## config.mk

```make
export PLATFORM = sky130hd
export DESIGN_NAME = ram_dumper
export DESIGN_NICKNAME = d
export VERILOG_FILES = /design/src/rtl/ram_dump_pkg.sv /design/src/rtl/uart_tx_byte.sv /design/src/rtl/ram_dumper.sv
export SDC_FILE = /design/constraint.sdc
export NUM_CORES = 1
export LEC_CHECK = 0
export BUFFER_PORTS_ARGS = -buffer_cell sky130_fd_sc_hd__buf_2
export CAP_MARGIN = 15
export CORE_MARGIN = 1.5
export CORE_UTILIZATION = 59
export DETAILED_ROUTE_END_ITERATION = 16
export PLACE_DENSITY = 0.79
export SLEW_MARGIN = 10
export SYNTH_ARGS = -nofsm -noshare
export SYNTH_HDL_FRONTEND = slang
export SYNTH_SLANG_ARGS = --single-unit
```

## constraint.sdc

```tcl
create_clock -name i_clk -period 2.13 [get_ports i_clk]
set_input_delay 0.1065 -clock i_clk [delete_from_list [all_inputs] [get_ports i_clk]]
set_output_delay 0.1065 -clock i_clk [all_outputs]
set_load 0.01 [all_outputs]
```

## src/rtl/ram_dump_pkg.sv

```systemverilog
// ram_dump_pkg: shared definitions for the RAM dumper and its UART serializer.
//   - FSM state encoding for ram_dumper
//   - UART 8N1 frame constants
// Optional feature macro: RAM_DUMP_CHECKSUM_EN adds the CSUM state.
package ram_dump_pkg;

  localparam logic START_BIT  = 1'b0;
  localparam logic STOP_BIT   = 1'b1;
  localparam int   FRAME_BITS = 10;

`ifdef RAM_DUMP_CHECKSUM_EN
  typedef enum logic [2:0] {
    ST_IDLE = 3'd0,
    ST_READ = 3'd1,
    ST_WAIT = 3'd2,
    ST_SEND = 3'd3,
    ST_ADV  = 3'd4,
    ST_CSUM = 3'd5
  } dump_state_e;
`else
  typedef enum logic [2:0] {
    ST_IDLE = 3'd0,
    ST_READ = 3'd1,
    ST_WAIT = 3'd2,
    ST_SEND = 3'd3,
    ST_ADV  = 3'd4
  } dump_state_e;
`endif

endpackage

```

## src/rtl/uart_tx_byte.sv

```systemverilog
// uart_tx_byte: single-byte UART 8N1 transmitter.
// Ports:
//   i_clk   - clock, rising edge
//   reset   - asynchronous active-high reset, line returns idle high
//   i_load  - load i_data and start a frame (ignored while busy)
//   i_data  - byte to send, LSB first
//   o_tx    - registered serial line, idle high
//   o_busy  - frame in progress (internal bit timing)
//   o_done  - one-cycle pulse in the final cycle of the internal stop bit
// o_tx lags the internal bit timing by one registered cycle, so o_done
// arrives two cycles before the stop bit finishes on the line. The parent
// uses that lead to fetch the next byte without widening the inter-frame gap.
module uart_tx_byte
  import ram_dump_pkg::*;
#(
  parameter int CLKS_PER_BIT = 16
) (
  input  logic       i_clk,
  input  logic       reset,
  input  logic       i_load,
  input  logic [7:0] i_data,
  output logic       o_tx,
  output logic       o_busy,
  output logic       o_done
);

  localparam logic [15:0] CNT_LAST = 16'(CLKS_PER_BIT - 1);
  localparam logic [3:0]  IDX_LAST = 4'(FRAME_BITS - 1);

  logic        busy_q, busy_d;
  logic [15:0] cnt_q, cnt_d;
  logic [3:0]  idx_q, idx_d;     // 0 = start, 1..8 = data, 9 = stop
  logic [7:0]  shift_q, shift_d;
  logic        tx_q, tx_d;
  logic        bit_end;
  logic        line_bit;

  always_comb begin
    bit_end = busy_q && (cnt_q == CNT_LAST);

    if (idx_q == 4'd0)          line_bit = START_BIT;
    else if (idx_q == IDX_LAST) line_bit = STOP_BIT;
    else                        line_bit = shift_q[0];

    busy_d  = busy_q;
    cnt_d   = cnt_q;
    idx_d   = idx_q;
    shift_d = shift_q;

    if (!busy_q) begin
      if (i_load) begin
        busy_d  = 1'b1;
        cnt_d   = '0;
        idx_d   = '0;
        shift_d = i_data;
      end
    end else if (bit_end) begin
      cnt_d = '0;
      if (idx_q == IDX_LAST) begin
        busy_d = 1'b0;
      end else begin
        idx_d = idx_q + 4'd1;
        // consume a data bit only once it has been on the line
        if (idx_q != 4'd0) shift_d = {1'b0, shift_q[7:1]};
      end
    end else begin
      cnt_d = cnt_q + 16'd1;
    end

    tx_d = busy_q ? line_bit : STOP_BIT;
  end

  always_ff @(posedge i_clk or posedge reset) begin
    if (reset) begin
      busy_q  <= 1'b0;
      cnt_q   <= '0;
      idx_q   <= '0;
      shift_q <= '0;
      tx_q    <= STOP_BIT;
    end else begin
      busy_q  <= busy_d;
      cnt_q   <= cnt_d;
      idx_q   <= idx_d;
      shift_q <= shift_d;
      tx_q    <= tx_d;
    end
  end

  assign o_tx   = tx_q;
  assign o_busy = busy_q;
  assign o_done = bit_end && (idx_q == IDX_LAST);

endmodule

```

## src/rtl/ram_dumper.sv

```systemverilog
// ram_dumper: on i_start, reads every program RAM location in address order
// and sends each byte over UART 8N1.
// Ports:
//   i_clk        - clock, rising edge
//   reset        - asynchronous active-high reset (abandons any frame)
//   i_start      - one-cycle start request, ignored while busy / in done cycle
//   o_busy       - dump in progress
//   o_done       - one-cycle pulse after the final stop bit
//   o_mem_addr   - RAM read address (held between reads)
//   o_mem_rd     - RAM read strobe, 1-cycle read latency expected
//   i_mem_rdata  - RAM read data
//   o_tx         - serial output, idle high
// Optional feature macro: RAM_DUMP_CHECKSUM_EN appends a two's-complement
// checksum byte so the sum of all sent bytes is 0x00.
module ram_dumper
  import ram_dump_pkg::*;
#(
  parameter int ADDR_W       = 4,
  parameter int DATA_W       = 8,
  parameter int CLKS_PER_BIT = 16
) (
  input  logic              i_clk,
  input  logic              reset,
  input  logic              i_start,
  output logic              o_busy,
  output logic              o_done,
  output logic [ADDR_W-1:0] o_mem_addr,
  output logic              o_mem_rd,
  input  logic [DATA_W-1:0] i_mem_rdata,
  output logic              o_tx
);

  localparam logic [ADDR_W-1:0] ADDR_LAST = '1;

  dump_state_e       state_q, state_d;
  logic [ADDR_W-1:0] addr_q, addr_d;
  logic              busy_q, busy_d;
  logic              done_q, done_d;
  logic              tx_load;
  logic [7:0]        tx_data;
  logic              tx_busy;
  logic              tx_done;
`ifdef RAM_DUMP_CHECKSUM_EN
  logic [7:0]        sum_q, sum_d;
  logic              csum_sent_q, csum_sent_d;
`endif

  always_comb begin
    state_d  = state_q;
    addr_d   = addr_q;
    busy_d   = busy_q;
    done_d   = 1'b0;
    tx_load  = 1'b0;
    tx_data  = i_mem_rdata[7:0];
    o_mem_rd = 1'b0;
`ifdef RAM_DUMP_CHECKSUM_EN
    sum_d       = sum_q;
    csum_sent_d = csum_sent_q;
`endif

    case (state_q)
      ST_IDLE: begin
        // a start coinciding with the done pulse belongs to the old dump
        if (i_start && !done_q) begin
          addr_d  = '0;
          busy_d  = 1'b1;
          state_d = ST_READ;
`ifdef RAM_DUMP_CHECKSUM_EN
          sum_d       = '0;
          csum_sent_d = 1'b0;
`endif
        end
      end
      ST_READ: begin
        o_mem_rd = 1'b1;
        state_d  = ST_WAIT;
      end
      ST_WAIT: begin
        // read data is valid now; the serializer shift register holds it
        tx_load = 1'b1;
        state_d = ST_SEND;
`ifdef RAM_DUMP_CHECKSUM_EN
        sum_d = sum_q + i_mem_rdata[7:0];
`endif
      end
      ST_SEND: begin
        // falling back on !tx_busy keeps a missed load from hanging the FSM
        if (tx_done || !tx_busy) state_d = ST_ADV;
      end
      ST_ADV: begin
        if (addr_q == ADDR_LAST) begin
`ifdef RAM_DUMP_CHECKSUM_EN
          if (!csum_sent_q) begin
            state_d = ST_CSUM;
          end else begin
            state_d = ST_IDLE;
            done_d  = 1'b1;
            busy_d  = 1'b0;
          end
`else
          state_d = ST_IDLE;
          done_d  = 1'b1;
          busy_d  = 1'b0;
`endif
        end else begin
          addr_d  = addr_q + ADDR_W'(1);
          state_d = ST_READ;
        end
      end
`ifdef RAM_DUMP_CHECKSUM_EN
      ST_CSUM: begin
        // first cycle loads the checksum, then wait for its frame; the
        // return to ADV reuses the end-of-dump path with csum_sent set
        if (!csum_sent_q) begin
          tx_load     = 1'b1;
          tx_data     = 8'h00 - sum_q;
          csum_sent_d = 1'b1;
        end else if (tx_done || !tx_busy) begin
          state_d = ST_ADV;
        end
      end
`endif
      default: state_d = ST_IDLE;
    endcase
  end

  always_ff @(posedge i_clk or posedge reset) begin
    if (reset) begin
      state_q <= ST_IDLE;
      addr_q  <= '0;
      busy_q  <= 1'b0;
      done_q  <= 1'b0;
    end else begin
      state_q <= state_d;
      addr_q  <= addr_d;
      busy_q  <= busy_d;
      done_q  <= done_d;
    end
  end

`ifdef RAM_DUMP_CHECKSUM_EN
  always_ff @(posedge i_clk or posedge reset) begin
    if (reset) begin
      sum_q       <= '0;
      csum_sent_q <= 1'b0;
    end else begin
      sum_q       <= sum_d;
      csum_sent_q <= csum_sent_d;
    end
  end
`endif

  uart_tx_byte #(
    .CLKS_PER_BIT(CLKS_PER_BIT)
  ) u_tx (
    .i_clk (i_clk),
    .reset (reset),
    .i_load(tx_load),
    .i_data(tx_data),
    .o_tx  (o_tx),
    .o_busy(tx_busy),
    .o_done(tx_done)
  );

  assign o_busy     = busy_q;
  assign o_done     = done_q;
  assign o_mem_addr = addr_q;

endmodule

```

# Word-level counts from Yosys, hierarchy flattened
# Index checks and enable logic that the tools add are counted.
# classes
addsub	3
n_eq_ne	14
mux	33
reduce_logical	16
# ops
operator	count
16-bit 2-to-1 mux	3
8-bit 2-to-1 mux	5
4-bit 2-to-1 mux	6
16-bit by 1-bit adder with 16-bit output, second input constant	1
16-bit by 4-bit == test with 1-bit output, second input constant	1
3-bit one-hot mux with 5 select lines	1
1-bit 2-to-1 mux	14
2-bit != test, second input constant	7
3-bit AND reduction	3
4-bit by 1-bit adder with 4-bit output, second input constant	2
4-bit == test, second input constant	2
4-bit one-hot mux with 2 select lines	1
3-bit by 2-bit == test with 1-bit output, second input constant	2
3-bit 2-to-1 mux	2
4-bit zero test	1
4-bit AND reduction	1
2-bit nonzero test	2
4-bit nonzero test	1
3-bit by 1-bit == test with 1-bit output, second input constant	1
3-bit == test, second input constant	1
1-bit logical AND	3
3-bit zero test	1
1-bit zero test	2
1-bit one-hot mux with 2 select lines	1
other kinds (2)	2
# word_totals
regBits	39
input_bits	11
output_inout_bits	8
elab_cells	75

# Depth between registers and ports, before layout
# depth
ltp_word	6
mapped_depth	7
mapped_depth_nobuf	6

# Cells and area by module
# From an unflattened synthesis, not the netlist that was laid out.
# hier_totals
cells_unflattened	219
hier_area_um2	2142.1
# by_module_without_submodules
mod	n_inst	cells_each	area_each_um2	seq_area_each_um2
uart_tx_byte	1	172	1665.3	752.0
ram_dumper	1	47	476.7	225.2

# Worst setup path before layout
# No wires, ideal clock.
# synth_timing
path_type	reg-to-reg
from	register u_tx.cnt_q[0]
to	register u_tx.shift_q[0]
setup_time_ns	0.125
arrival_ns	1.836
required_ns	2.005
path_slack_ns	0.169
path_stages_with_launch	7
n_path_buf	1
synth_period_minus_slack_ns	1.961
path_cell_list	dfrtp_1 ha_1 and3_1 buf_2 nand4_4 o31ai_4 mux2_2
# synth_via
elab_chain_cells	4
# synth_lines
element	line	text
from (decl)	uart_tx_byte.sv:31	logic [15:0] cnt_q, cnt_d;
from (signal assigned)	uart_tx_byte.sv:82	cnt_q <= cnt_d;
16-bit by 4-bit == test with 1-bit output	uart_tx_byte.sv:39	bit_end = busy_q && (cnt_q == CNT_LAST);
1-bit logical AND	uart_tx_byte.sv:39	
2-bit != test (no source line)	-	
4-bit AND reduction (no source line)	-	
to (signal assigned)	uart_tx_byte.sv:84	shift_q <= shift_d;
to (decl)	uart_tx_byte.sv:33	logic [7:0] shift_q, shift_d;
# Every way passes these cells.
# A chain may end at the register's enable or synchronous reset.

# Worst setup path after layout
# layout_timing
from	register u_tx.cnt_q[1]
to	register u_tx.shift_q[5]
# The elaborated chain is that of the path after synthesis.

==> metrics.yaml <==
outcome:
  status: "finished clean"
yosys:
  syn_area_per_cell_um2: 9.890
  synth_area_leaders: "dfrtp_1 (44%), mux2_2 (7.8%), nand2_1 (5.0%), a31oi_1 (4.0%), ha_1 (2.9%)"
  yosys-top-cells-count: "dfrtp_1 (38), nand2_1 (29), mux2_2 (15)"
  synth_edf_count: 0
  ys_warn_count: 0
  syn_nets: 236
  yosysMostFrequentCell: "dfrtp_1"
  synth_top_area_share_pct: 43.70
  synth_seq_cells: 39
  synthFlopType: "dfrtp_1"
  ys_types: 44
  yosysTopAreaCell: "dfrtp_1"
  ys_seq_area_share_pct: 44.91
  synth_cells: 220
  synthArstFlopShare_pct: 100.0
  syn_area_um2: 2176
place:
  dp_hpwl_mm: 3.347
  post-place-cells: 284
  dp_worst_setup_slack_ps: 20.83
  port-buffer-count: 18
  place.gp.congestion: 0.9973
sta:
  finalCritPeriodShare_pct: 94.93
  fin_crit_ps: 2022
  clock_skew_ps: 13.35
  fin_ws_ps: 108.0
  worst_slew_pin_slew_ps: 503.2
  holdWs_ps: 81.87
  rsz0062_at_grt: "no"
  drv_slew: 0
  final.setup.tns_ps: 0
  final-setup-viol-count: 0
  hold_viol_final: 0
  fmax_mhz: 494.6
  maxSlewHeadroom_pct: 66.33
grt:
  grt_usage_pct: 25.14
  grt_pass1_wl_mm: 7.866
  grt_start_max_net_pins: 40
  overflow: 0
  antenna_found_initial: 0
  grt_pass1_vias: 1768
clocking:
  cts_tree: "built"
  cts_sinks: 39
  path_clk_slew_ps: 80
  insertion_delay_ps: 300
  cts_buffers: 5
  h-tree-depth: 2
  clockBufferDepth: 2
  root_buffer: "clkbuf_8"
  post-cts-setup-buffers: 0
worst_setup_path:
  critPathLaunch: "u_tx.cnt_q[1]"
  crit_path_end_kind: "register"
  crit_arrival_ps: 2210
  critical_path_class: "register to register"
  critical_path_required_ps: 2320
  start_kind: "register"
  timing.rr.start: "u_tx.cnt_q[1]"
  crit_fanout: 7
final_layout:
  synthToLayoutAreaGrowth_pct: 15.01
  fin_nets: 262
  diodes: 0
  final_cells: 293
  drive_above_1_share_pct: 25.10
routing:
  drc_errors: 0
  drt_pass1_iterations: 4
  wl_per_cell_um: 16.09
  wl_mm: 4.713
  vias_per_cell: 6.307
  num_vias: 1848
  drtIter0Drc: 165
  ant_nets: 0
power:
  power_switching_share_pct: 20.40
  switching_power_mw: 0.2861
  p_leak_nw: 1.146
  pwr-share-seq_pct: 53.6
  ir_worst_vdd_mv: 0.4640
  powerDensity_nw_per_um2: 560.6
  combPwrFrac_pct: 2.9
  p_int_mw: 1.117
  pwr-share-clk_pct: 43.4
floorplanning:
  die-area_um2: 4061
  start_util_pct: 63.21
  rows: 21
  fp.dieW_um: 63.73
  coreArea_um2: 3442
  chipHeight_um: 63.73
  boundaryPins: 19
run:
  maxCapViolations: 0
hold_path:
  min_path_type: "input port to register"
  holdCritStartpoint: "i_mem_rdata[7]"
## registers in the layout, indices dropped and copies added (netlist names)
| register | count |
|---|---|
| u_tx.shift_q | 8 |
| o_busy | 1 |
| o_mem_addr | 4 |
| u_tx.o_busy | 1 |
| u_tx.idx_q | 4 |
| u_tx.o_tx | 1 |
| u_tx.cnt_q | 16 |
| state_q | 3 |
| o_done | 1 |
## what timing repair did
item | 4_1_cts | 5_1_grt
endpoints found under the hold margin | 38 | 0
gates resized for setup | 0 | 3
setup endpoints to repair | 0 | 18
hold buffers | 1 | 0
## worst paths after layout
kind / to / slack [ps] / cells past startpoint
setup / recovery: u_tx.shift_q[5] / 110 / 5
hold / removal: u_tx.shift_q[7] / 80 / 3
setup reg to reg: u_tx.shift_q[5] / 110 / 5
hold reg to reg: o_busy / 510 / 2
max in group asynchronous: u_tx.o_tx / 1290 / 4
min in group asynchronous: u_tx.cnt_q[14] / 480 / 4
## cell usage in the layout (no fill, tap or decap), types with 3 or more instances in the layout
cell type / count
inv_1: 8
a41oi_1: 4
buf_4: 11
nor3b_1: 3
buf_2: 18
o311ai_0: 3
dfrtp_1: 38
and3_1: 4
a22o_1: 5
a21oi_1: 7
nand4_1: 7
nand3b_1: 4
nor2_1: 9
o21ai_0: 11
nand2_1: 29
a31oi_1: 14
nand3_1: 12
clkbuf_8: 5
ha_1: 5
nor4_4: 3
mux2_2: 15
## cell families (layout without fill, tap and decap cells)
logic type	Yosys count	in the layout	synth area share, %
xor+xnor	1	1	0.4026
compound gates	54	54	17.77
flops	39	39	44.91
simple gates	84	84	21.56
mux	17	17	8.683
buf+inv	20	47	3.795
fa+ha+maj	5	5	2.875
## critical path: stages (launching register included)
cell and delay, ps:
dfrtp_1 440, ha_1 260, and3_1 260, nand4_4 130, o31ai_4 440, mux2_2 390
## through the flow
| stage | instance area [µm²] | total power, mW | utilization, % |
|---|---|---|---|
| floorplan | 2176 | 0.7892 | - |
| global placement | 2361 | 0.8050 | 68.59 |
| detailed placement | 2361 | 0.8074 | 68.59 |
| CTS | 2481 | 1.413 | 72.08 |
| global route | 2502 | 1.452 | 72.70 |
| finish | 2502 | 1.403 | 72.70 |
## final cells by class
| class | instances | area [µm²] |
|---|---|---|
| sequential | 39 | 977.2 |
| clock inverter | 2 | 37.54 |
| timing repair buffer | 31 | 193.9 |
| fill | 249 | 939.7 |
| multi-input combinational | 161 | 1134 |
| tap | 46 | 57.56 |
| clock buffer | 6 | 72.57 |
| inverter | 8 | 30.03 |
## power by group through the flow
stage | registers, mW | logic (mW) | clock network [mW]
floorplan | 0.766 | 0.0235 | 0
global placement | 0.766 | 0.0389 | 0
detailed placement | 0.766 | 0.0410 | 0
CTS | 0.752 | 0.0426 | 0.618
global route | 0.753 | 0.0470 | 0.652
finish | 0.752 | 0.0410 | 0.609
## routing by layer
metal | wire length, µm | vias up | GRT usage (%)
met5 | 0 | - | 0
met4 | 90 | 0 | 11.96
met3 | 282 | 11 | 5.536
met2 | 2334 | 71 | 40.66
met1 | 2005 | 884 | 32.00
li1 | - | 882 | -
(Power assumes the default switching activity.)
